File: config.mk
export PLATFORM = sky130hd
export DESIGN_NAME = exibe_sequencia
export DESIGN_NICKNAME = d
export VERILOG_FILES = /design/src/rtl/exibe_pkg.sv /design/src/rtl/exibe_sequencia_temporizador.sv /design/src/rtl/exibe_sequencia.sv
export SDC_FILE = /design/constraint.sdc
export NUM_CORES = 1
export LEC_CHECK = 0
export BUFFER_PORTS_ARGS = -buffer_cell sky130_fd_sc_hd__buf_2
export CORE_MARGIN = 2
export CORE_UTILIZATION = 57
export DETAILED_ROUTE_END_ITERATION = 10
export MAX_ROUTING_LAYER = met4
export PLACE_DENSITY = 0.9
export SYNTH_ARGS = -nofsm -noshare
export SYNTH_HDL_FRONTEND = slang
export SYNTH_HIERARCHICAL = 1
export SYNTH_SLANG_ARGS = --single-unit
File: constraint.sdc
create_clock -name clock -period 1.76 [get_ports clock]
set_input_delay 0.352 -clock clock [delete_from_list [all_inputs] [get_ports clock]]
set_output_delay 0.352 -clock clock [all_outputs]
set_load 0.03 [all_outputs]
File: src/rtl/exibe_pkg.sv
// Shared encodings and sizing helpers for the sequence presenter.
// Pure declarations: no logic, no latency, no flow control.
package exibe_pkg;

    localparam int ESTADO_W      = 4;
    localparam int DATA_W_PADRAO = 4;
    localparam int ADDR_W_PADRAO = 4;

    typedef enum logic [ESTADO_W-1:0] {
        OCIOSO          = 4'd0,
        CARREGA         = 4'd1,
        ACENDE          = 4'd2,
        APAGA           = 4'd3,
        PROXIMO         = 4'd4,
        FIM             = 4'd5,
        ESTADO_INVALIDO = 4'd8
    } estado_t;

    // Ceiling log2 usable in constant expressions; clog2(1) = 0.
    function automatic int clog2(input int valor);
        int r;
        r = 0;
        for (int i = 0; i < 31; i++) begin
            if ((1 << i) < valor) begin
                r = i + 1;
            end
        end
        return r;
    endfunction

    // Counter width that never collapses to zero bits.
    function automatic int largura_contador(input int valor);
        return (clog2(valor) < 1) ? 1 : clog2(valor);
    endfunction

endpackage

File: src/rtl/exibe_sequencia_temporizador.sv
// Modulo-M cycle counter; fim is high while the count sits at M-1.
// Latency: count updates on the clock after conta; fim is combinational from the count.
// Backpressure: conta=0 freezes the count, zera clears it (zera has priority).
module temporizador_m
    import exibe_pkg::*;
#(
    parameter int M = 4
) (
    input  logic clock,
    input  logic reset,
    input  logic zera,
    input  logic conta,
    output logic fim
);

    localparam int W = largura_contador(M);
    localparam logic [W-1:0] ULTIMO = W'(M - 1);

    logic [W-1:0] contagem;

    always_ff @(posedge clock or posedge reset) begin
        if (reset) begin
            contagem <= '0;
        end else if (zera) begin
            contagem <= '0;
        end else if (conta) begin
            // Wrap on the last count so a back-to-back use starts clean.
            if (contagem == ULTIMO) begin
                contagem <= '0;
            end else begin
                contagem <= contagem + W'(1);
            end
        end
    end

    assign fim = (contagem == ULTIMO);

endmodule

File: src/rtl/exibe_sequencia.sv
// Memory-game sequence presenter: walks ROM 0..limite, lighting each word T_ON clocks then T_OFF dark.
// Latency: item k spans cycles 1+P*k..P*(k+1) after iniciar, P = 2+T_ON+T_OFF; pronto at 1+P*(limite+1).
// Backpressure: iniciar ignored while ocupado; with PAUSA_EN defined, pausa freezes ACENDE/APAGA timing.
module exibe_sequencia
    import exibe_pkg::*;
#(
    parameter int DATA_W = DATA_W_PADRAO,
    parameter int ADDR_W = ADDR_W_PADRAO,
    parameter int T_ON   = 1000,
    parameter int T_OFF  = 500
) (
    input  logic                clock,
    input  logic                reset,
    input  logic                iniciar,
    input  logic [ADDR_W-1:0]   limite,
    input  logic [DATA_W-1:0]   dado,
`ifdef PAUSA_EN
    input  logic                pausa,
`endif
    output logic [ADDR_W-1:0]   endereco,
    output logic [DATA_W-1:0]   leds,
    output logic                ocupado,
    output logic                pronto,
    output logic [ESTADO_W-1:0] db_estado
);

    estado_t           estado;
    estado_t           proximo_estado;
    logic [ADDR_W-1:0] endereco_reg;
    logic [ADDR_W-1:0] limite_reg;
    logic              avanca;
    logic              fim_on;
    logic              fim_off;
    logic              ultimo_item;

`ifdef PAUSA_EN
    assign avanca = ~pausa;
`else
    assign avanca = 1'b1;
`endif

    // Compare happens before any increment, so the address never wraps past the last word.
    assign ultimo_item = (endereco_reg == limite_reg);

    temporizador_m #(.M(T_ON)) u_tempo_aceso (
        .clock (clock),
        .reset (reset),
        .zera  (estado != ACENDE),
        .conta (avanca),
        .fim   (fim_on)
    );

    temporizador_m #(.M(T_OFF)) u_tempo_apagado (
        .clock (clock),
        .reset (reset),
        .zera  (estado != APAGA),
        .conta (avanca),
        .fim   (fim_off)
    );

    always_ff @(posedge clock or posedge reset) begin
        if (reset) begin
            estado <= OCIOSO;
        end else begin
            estado <= proximo_estado;
        end
    end

    always_comb begin
        proximo_estado = OCIOSO;
        case (estado)
            OCIOSO:  proximo_estado = iniciar ? CARREGA : OCIOSO;
            CARREGA: proximo_estado = ACENDE;
            ACENDE:  proximo_estado = (fim_on && avanca) ? APAGA : ACENDE;
            APAGA:   proximo_estado = (fim_off && avanca) ? PROXIMO : APAGA;
            PROXIMO: proximo_estado = ultimo_item ? FIM : CARREGA;
            FIM:     proximo_estado = OCIOSO;
            default: proximo_estado = OCIOSO;
        endcase
    end

    always_ff @(posedge clock or posedge reset) begin
        if (reset) begin
            endereco_reg <= '0;
            limite_reg   <= '0;
        end else begin
            case (estado)
                OCIOSO: begin
                    endereco_reg <= '0;
                    if (iniciar) begin
                        limite_reg <= limite;
                    end
                end
                PROXIMO: begin
                    if (!ultimo_item) begin
                        endereco_reg <= endereco_reg + ADDR_W'(1);
                    end
                end
                FIM:     endereco_reg <= '0;
                default: endereco_reg <= endereco_reg;
            endcase
        end
    end

    always_comb begin
        leds      = '0;
        ocupado   = 1'b1;
        pronto    = 1'b0;
        db_estado = ESTADO_INVALIDO;
        case (estado)
            OCIOSO: begin
                ocupado   = 1'b0;
                db_estado = OCIOSO;
            end
            CARREGA: db_estado = CARREGA;
            ACENDE: begin
                leds      = dado;
                db_estado = ACENDE;
            end
            APAGA:   db_estado = APAGA;
            PROXIMO: db_estado = PROXIMO;
            FIM: begin
                pronto    = 1'b1;
                db_estado = FIM;
            end
            default: begin
                ocupado   = 1'b0;
                db_estado = ESTADO_INVALIDO;
            end
        endcase
    end

    assign endereco = endereco_reg;

endmodule

# After elaboration in Yosys (flattened, before gate mapping)
# Cells that the tools add are included.
# W data, S select, Z words.
dict set report word_totals {
  out_inout_bits 14
  regBits 31
  input_bits 11
}
dict set report op_classes {
  addsub 3
  reduce_logical 6
  mux 15
  eq_ne 11
}
# cell count
set op_table {}
lappend op_table {{$pmux W4 S6} 1}
lappend op_table {{$mux W10} 2}
lappend op_table {{$mux W9} 2}
lappend op_table {{$pmux W3 S5} 1}
lappend op_table {{$add A10 B1 Y10 const B} 1}
lappend op_table {{$eq A10 B10 Y1 const B} 1}
lappend op_table {{$add A9 B1 Y9 const B} 1}
lappend op_table {{$eq A9 B9 Y1 const B} 1}
lappend op_table {{$eq A4 B2 Y1 const B} 2}
lappend op_table {{$eq A4 B3 Y1 const B} 2}
lappend op_table {{$mux W4} 2}
lappend op_table {{$ne A4 B2 Y1 const B} 2}
lappend op_table {{$pmux W4 S2} 1}
lappend op_table {{$mux W3} 2}
lappend op_table {{$reduce_or A5 Y1} 1}
lappend op_table {{$add A4 B1 Y4 const B} 1}
lappend op_table {{$eq A4 B1 Y1 const B} 1}
lappend op_table {{$eq A4 B4 Y1} 1}
lappend op_table {{$logic_not A4 Y1} 1}
lappend op_table {{$mux W1} 4}
lappend op_table {{$reduce_and A2 Y1} 2}
lappend op_table {{$ne A2 B2 Y1 const B} 1}
lappend op_table {{$reduce_bool A2 Y1} 1}
lappend op_table {{$reduce_or A2 Y1} 1}

# Depth between registers and ports, before layout
# Gate-level depths: netlist of run 1.
dict set report depth {
  depth_word 4
  ltp_mapped 9
  mapped_depth_nobuf 7
}

# By module
# Netlist of run 1, hierarchy kept.
# mod seq_area_each_um2 area_per_inst_um2 instances cells_each
set modules_own_cells {}
lappend modules_own_cells {exibe_sequencia 275.3 705.7 1 70}
lappend modules_own_cells {{temporizador_m (u_tempo_aceso)} 250.2 578.1 1 59}
lappend modules_own_cells {{temporizador_m (u_tempo_apagado)} 225.2 563.0 1 60}

# Least setup slack after synthesis of run 1
# No wires, ideal clock.
dict set report synth_path {
  kind {reg2out}
  start {reg estado[1]}
  end {out db_estado[0]}
  slack_ps 14
  required_time_ps 1408
  t_arrival_ps 1394
  stages_incl_launch_ff 4
  cell_sequence {dfrtp_1 clkbuf_1 and2_1 nor2b_1}
}
dict set report synth_between {
  elab_chain_cells 2
}
# item line_no
set synth_rtl {}
lappend synth_rtl {{from (decl)} exibe_sequencia.sv:27} ;# estado_t estado;
lappend synth_rtl {{from (signal assigned)} exibe_sequencia.sv:65} ;# estado <= proximo_estado;
lappend synth_rtl {{$eq A4 B3 Y1, or another cell as far along} exibe_sequencia.sv:110} ;# case (estado)
lappend synth_rtl {{$pmux W4 S6 *} exibe_sequencia.sv:110}
lappend synth_rtl {{to (decl)} exibe_sequencia.sv:24} ;# output logic [ESTADO_W-1:0] db_estado
# Every way passes the cells marked *; elsewhere a longest branch is shown, timed or not.

# Worst setup path after layout of run 1
dict set report layout_path {
  start {reg estado[1]}
  end {out ocupado}
}
dict set report layout_between {
  elab_chain_cells 3
}
# item line_no
set layout_rtl {}
lappend layout_rtl {{$eq A4 B3 Y1, or another cell as far along} exibe_sequencia.sv:110}
lappend layout_rtl {{$reduce_or A5 Y1 (no source line) *} -}
lappend layout_rtl {{$mux W1 *} exibe_sequencia.sv:110}
lappend layout_rtl {{to (decl)} exibe_sequencia.sv:22} ;# output logic ocupado,
# Marks and branches as above.

==> results of run 1 <==
==> area by class of cell <==
class | instances | area share [%]
sequential | 30 | 34.4
clock inverter | 1 | 0.229
clock buffer | 7 | 2.52
timing repair buffer | 30 | 9.21
inverter | 9 | 1.54
tap | 44 | 2.52
multi-input combinational | 151 | 49.6
==> placed cells by master (no fill, tap or decap), drive strengths merged, types with 2 or more instances in the layout <==
master   n
xnor2    9
o21ai    7
nand2   17
nand2b   4
a32o     3
conb     8
o211ai   2
ha       3
o31ai    3
inv      9
o22ai    2
a211o    2
o21bai   2
nor3     6
nand4    3
buf     30
a21boi   2
a31oi    4
nor4     3
and2     8
a21oi    8
mux2     4
or3      5
nor2b    5
clkbuf   7
nor2    13
mux2i    4
dfrtp   30
and4bb   2
nand3    6
==> power by group <==
group          leakage (nW)  switching, mW  total, mW  internal [mW]
Combinational         0.522          0.145      0.236         0.0908
Sequential            0.399         0.0609      0.810          0.749
Clock                0.0353          0.232      0.426          0.193
Total                 0.956          0.439       1.47           1.03
==> layer usage <==
layer  up-vias  track usage, %  wire [um]  part of all wire, %
met3         6            5.12        235                  5.9
met2        64            35.0       1920                   49
met4         0            13.4         61                  1.5
met5         -               -          0                    0
li1        755               -          -                    -
met1       735            29.8       1740                   44
==> cells by family (layout without fill, tap and decap cells) <==
| group | after synthesis | count (layout) | share of synthesized area (%) |
|---|---|---|---|
| xor+xnor | 10 | 10 | 5.56 |
| compound gates | 40 | 40 | 15.9 |
| other cells | 1 | 8 | 0.203 |
| simple gates | 82 | 82 | 27.3 |
| fa+ha+maj | 3 | 3 | 2.03 |
| flops | 30 | 30 | 40.7 |
| buf+inv | 15 | 47 | 3.79 |
| mux | 8 | 8 | 4.61 |
==> worst paths after layout <==
| kind | startpoint | end | slack [ns] | cells past startpoint |
|---|---|---|---|---|
| worst max-delay path | estado[1] | ocupado | 0.03 | 4 |
| worst min-delay path | reset | u_tempo_apagado/contagem[6] | 0.003 | 2 |
| worst max register to register | estado[1] | endereco[2] | 0.19 | 5 |
| worst min register to register | limite_reg[0] | limite_reg[0] | 0.54 | 1 |
| max in group asynchronous | reset | estado[1] | 1.41 | 2 |
| min in group clock | limite[1] | limite_reg[1] | 0.25 | 2 |
==> what timing repair did <==
item                                    CTS  global route
pin swaps                                 1             0
gates resized for setup                  11            11
endpoints found under the setup margin    7             8
setup buffers                             0             1
hold buffers                              0             0
==> synth_stat cells (2+ instances only) <==
library cell,n
nand4_1,2
a32o_1,3
nand2b_1,4
and2_1,8
o21bai_1,2
nor4_2,2
nor2b_1,5
o22ai_1,2
a31oi_1,4
ha_1,3
buf_4,3
o31ai_1,3
a21oi_1,8
xnor2_2,2
a21boi_0,2
dfrtp_1,30
nand3_1,6
a211o_1,2
nand2_1,17
mux2_2,4
xnor2_1,7
nor2_1,13
nor3_1,6
inv_1,9
mux2i_1,4
o21ai_0,6
or3_1,5
buf_2,2
==> critical path, cell delays in order (launching register included) <==
cell and delay (ns):
dfrtp_2 0.49, buf_6 0.15, and2_4 0.15, nor2_2 0.13, buf_6 0.14
==> impl_results.md, run 1 <==
* Fraction of the yosys area taken by sequential cells at 40.7%
* Post-DP HPWL at 2620 um
* CTS Buf Count at 5
* Tot Pwr at 1.47 mW
* All-Layer GR Usage at 23.6%
* Maximum vdd ir drop at 0.000365 V
* RSZ-0062 raised after global routing: true
* # fillers at 217
* Pleak at 0.956 nW
* Worst setup margin at 0.0311 ns
* Setup CP Type: flop to output pin
* Drt via density at 5.74
* Startpoint types: flop
* Area contributors post-synth: dfrtp_1 41%, nand2_1 3.5%, xnor2_1 3.3%, and2_1 2.7%, nor2_1 2.6%
* Sequential Area at 753 um2
* Post-route DRC at 0
* CTS Buffer Depth at 2
* Final setup viols at 0
* Area added between synthesis and finish at 18.5%
* Top cell type's share of synthesized area at 40.7%
* Placed cell count at 263
* TNS Setup at 0 ns
* Largest net degree at the start of global routing at 15
* Fin nets at 241
* Vias in the first global route at 1404
* Synthesis Warnings at 6
* Ratio of cells with drive above 1 in the final layout at 26.8%
* Final WL at 3960 um
* Port Buf Inserts at 24
* RePlAce Congestion at 0.881
* Final Hold Viols at 0
* EDFF count, synth at 0
* Synth cell types at 53
* Placed Area at 2050 um2
* TritonCTS clock tree: done
* PD cells at 673 nW/um2
* Post-Synthesis Cells at 189
* Fmax achieved at 578 MHz
* WL/cell at 14.6 um
* Reg clk slew, reported paths at 0.10 ns
* CP Capture Type: output pin
* Final Cell Area at 2190 um2
* Starting Density at 60.0%
* Fin Hold WS at 0.00278 ns
* Final Critical Period at 1.73 ns
* Die Width at 60.9 um
* Core ar. at 3080 um2
* CP Data Arrival Time at 1.38 ns
* Dpl ws at 0.175 ns
* Largest register FFs at 10
* DRT iter0 DRCs at 122
* Worst path required time at 1.41 ns
* Synth Cell Area at 1850 um2
* Total global routing overflow at 0
* Multi-input combinational cell area at 1080 um2
* Post-synth ARST share at 100%
* Core Util, Final at 71.1%
* Diode count at 0
* # Max-Cap Violations at 0
* Finished Layout Cells at 272
* Die Area at 3710 um2
* Vias post-DR at 1560
* Regs by FF count: u_tempo_aceso/contagem: 10 flops, u_tempo_apagado/contagem: 9 flops
* Period utilisation layout at 98.2%
* ANT nets after route at 0
* Pre-antenna DRT Iters at 4
* Largest Register: u_tempo_aceso/contagem
* Antenna violations before repair at 0
* Crit path max fanout at 6
* Hold crit path type: input port to async pin
* DIE HEIGHT at 60.9 um
* Clock Latency Late Sink at 0.33 ns
* Synthesized area per cell at 9.77 um2
* Cell Rows at 20
* CTS sink cnt at 30
* CTS H-tree lvls at 2
* Top FF cell, synth: dfrtp_1
* First-pass GRT wire length at 6090 um
* Final slew viol count at 0
* Root Driver: clkbuf_4
* Post-synth top area cell: dfrtp_1
* Synth Register Bits at 30
* Clock skew at 0.0114 ns
* I/O pin cnt at 25
* Status: complete, no violations
Power figures use the tool's default switching activity.
==> run 2, diff against run 1 <==
--- a/config.mk
+++ b/config.mk
@@ -11,6 +11,7 @@
 export DETAILED_ROUTE_END_ITERATION = 10
 export MAX_ROUTING_LAYER = met4
 export PLACE_DENSITY = 0.9
+export SETUP_SLACK_MARGIN = 0.15
 export SYNTH_ARGS = -nofsm -noshare
 export SYNTH_HDL_FRONTEND = slang
 export SYNTH_HIERARCHICAL = 1
==> run 2 against run 1 <==
Net effect:
- global-route usage rose by 4.1 points
- largest power group unchanged
- critical path depth stayed put
- clock skew about the same
==> impl_results.md, run 2 (same netlist as run 1, synthesis figures left out) <==
* PD cells at 628 nW/um2 (was 673 nW/um2)
* I/O pin cnt at 25 (unchanged)
* Fin nets at 249 (was 241)
* Final setup viols at 0 (unchanged)
* All-Layer GR Usage at 27.7% (was 23.6%)
* Worst path required time at 1.41 ns (about the same)
* Final Cell Area at 2280 um2 (was 2190 um2)
* Pre-antenna DRT Iters at 5 (was 4)
* Die Width at 60.9 um (unchanged)
* Die Area at 3710 um2 (unchanged)
* Top cell by count, worst path: buf_6 (unchanged)
* Largest net degree at the start of global routing at 12 (was 15)
* CP Capture Type: output pin (unchanged)
* Most common cell after layout, fill and taps aside: dfrtp_1 (unchanged)
* CTS H-tree lvls at 2 (unchanged)
* Final Critical Period at 1.68 ns (was 1.73 ns)
* Crit path max fanout at 6 (unchanged)
* Cell Rows at 20 (unchanged)
* Root Driver: clkbuf_4 (unchanged)
* Setup CP Type: flop to output pin (unchanged)
* Dpl ws at 0.183 ns (was 0.175 ns)
* Slew margin rel. at 65.2%
* Pleak at 1.02 nW (was 0.956 nW)
* Starting Density at 60.0% (unchanged)
* Antenna violations before repair at 0 (unchanged)
* Post-route DRC at 0 (unchanged)
* Fmax achieved at 594 MHz (was 578 MHz)
* # Max-Cap Violations at 0 (unchanged)
* Clock Latency Late Sink at 0.33 ns (about the same)
* Largest register FFs at 10 (unchanged)
* RePlAce Congestion at 0.884 (was 0.881)
* Period utilisation layout at 95.6% (was 98.2%)
* TNS Setup at 0 ns (unchanged)
* Placed Area at 2060 um2 (was 2050 um2)
* Area added between synthesis and finish at 23.2% (was 18.5%)
* Least-Margin Pin Slew at 0.523 ns
* Commonest cells after routing, fill and taps aside: 28 x dfrtp_1, 17 x nand2_1, 17 x buf_2 (unchanged)
* Diode count at 0 (unchanged)
* Largest Register: u_tempo_aceso/contagem (unchanged)
* TritonCTS clock tree: done (unchanged)
* Core ar. at 3080 um2 (unchanged)
* WL/cell at 16.5 um (was 14.6 um)
* Crit path max-delay family: flip-flops (unchanged)
* Slowest-stage cell, CP: dfrtp_2 (unchanged)
* Maximum vdd ir drop at 0.000435 V (was 0.000365 V)
* RSZ-0062 raised after global routing: true (unchanged)
* Reg clk slew, reported paths at 0.09 ns (was 0.10 ns)
* Worst setup margin at 0.0769 ns (was 0.0311 ns)
* DRT iter0 DRCs at 202 (was 122)
* Vias post-DR at 1722 (was 1560)
* Core Util, Final at 73.9% (was 71.1%)
* # fillers at 199 (was 217)
* Status: complete, no violations (unchanged)
* Hold crit path type: input port to async pin (unchanged)
* ANT nets after route at 0 (unchanged)
* CTS Buf Count at 5 (unchanged)
* Final Hold Viols at 0 (unchanged)
* CTS Buffer Depth at 2 (unchanged)
* Final slew viol count at 0 (unchanged)
* Final WL at 4610 um (was 3960 um)
* Hold Buf Count CTS at 0 (unchanged)
* CTS sink cnt at 30 (unchanged)
* Buf/Inv on CP at 2 (unchanged)
* Regs by FF count: u_tempo_aceso/contagem: 10 flops, u_tempo_apagado/contagem: 9 flops (unchanged)
* DIE HEIGHT at 60.9 um (unchanged)
* Crit-path cells: buf_6 > nor2b_4 > and2_4 > buf_6 (was buf_6 > and2_4 > nor2_2 > buf_6)
* Startpoint types: flop (unchanged)
* First-pass GRT wire length at 7070 um (was 6090 um)
* CP Data Arrival Time at 1.33 ns (was 1.38 ns)
* Drt via density at 6.17 (was 5.74)
* Port Buf Inserts at 24 (unchanged)
* Post-DP HPWL at 2680 um (was 2620 um)
* CP max stage delay at 0.48 ns (was 0.49 ns)
* Ratio of cells with drive above 1 in the final layout at 32.3% (was 26.8%)
* Total global routing overflow at 0 (unchanged)
* Vias in the first global route at 1528 (was 1404)
* Clock skew at 0.0115 ns (was 0.0114 ns)
[run 2: cell count changes in the layout (fill, tap and decap cells not counted), sizes merged]
| cell | previous run | this run |
|---|---|---|
| buf | 30 | 38 |
| clkinv | 1 | 0 |
[run 2: repair_timing]
| item | in CTS | in global routing |
|---|---|---|
| buffers inserted | 8 | 1 |
| gates cloned | 0 | 0 |
| resized for setup | 23 | 9 |
| pin swaps | 1 | 4 |
| hold endpoints to repair | 0 | 0 |
| setup endpoints to repair | 9 | 13 |
[run 2: worst paths after layout]
path | from | slack [ns] | end | cells after the start
max | estado[1] | 0.08 | pronto | 4
min | reset | 0.01 | u_tempo_aceso/contagem[9] | 2
max reg2reg | u_tempo_aceso/contagem[0] | 0.17 | u_tempo_aceso/contagem[9] | 5
min reg2reg | limite_reg[0] | 0.54 | limite_reg[0] | 1
max in group asynchronous | reset | 1.44 | estado[1] | 2
min in group clock | limite[1] | 0.25 | limite_reg[1] | 2
[run 2: stage by stage]
step	power, mW	cells	hold WS (ns)
final	1.43	279	0.0122
after global routing	1.51	279	0.0229
after CTS	1.41	278	0.0129
after detailed placement	1.05	263	0.368
after global placement	1.03	263	0.365
after floorplan	0.986	196	0.180
[run 2: layout make-up]
cell class                      count  area, um2  area share [%]
Clock buffer                        7       45.0            1.98
Inverter                            9       33.8            1.48
Multi-Input combinational cell    151       1110            48.9
Sequential cell                    30        753            33.1
Tap cell                           44       55.1            2.42
Timing Repair Buffer               38        277            12.1
[run 2: power breakdown]
group,total [mW],switching [mW],internal (mW)
Sequential,0.819,0.0701,0.749
Combinational,0.249,0.152,0.0968
Clock,0.361,0.211,0.150
[run 2: per-layer routing]
metal / GRT usage [%] / vias up / share of wire (%)
met5: - / - / 0
met4: 11.8 / 0 / 4.3
met3: 8.10 / 30 / 9.6
met2: 41.0 / 110 / 46
met1: 35.4 / 812 / 41
li1: - / 770 / -
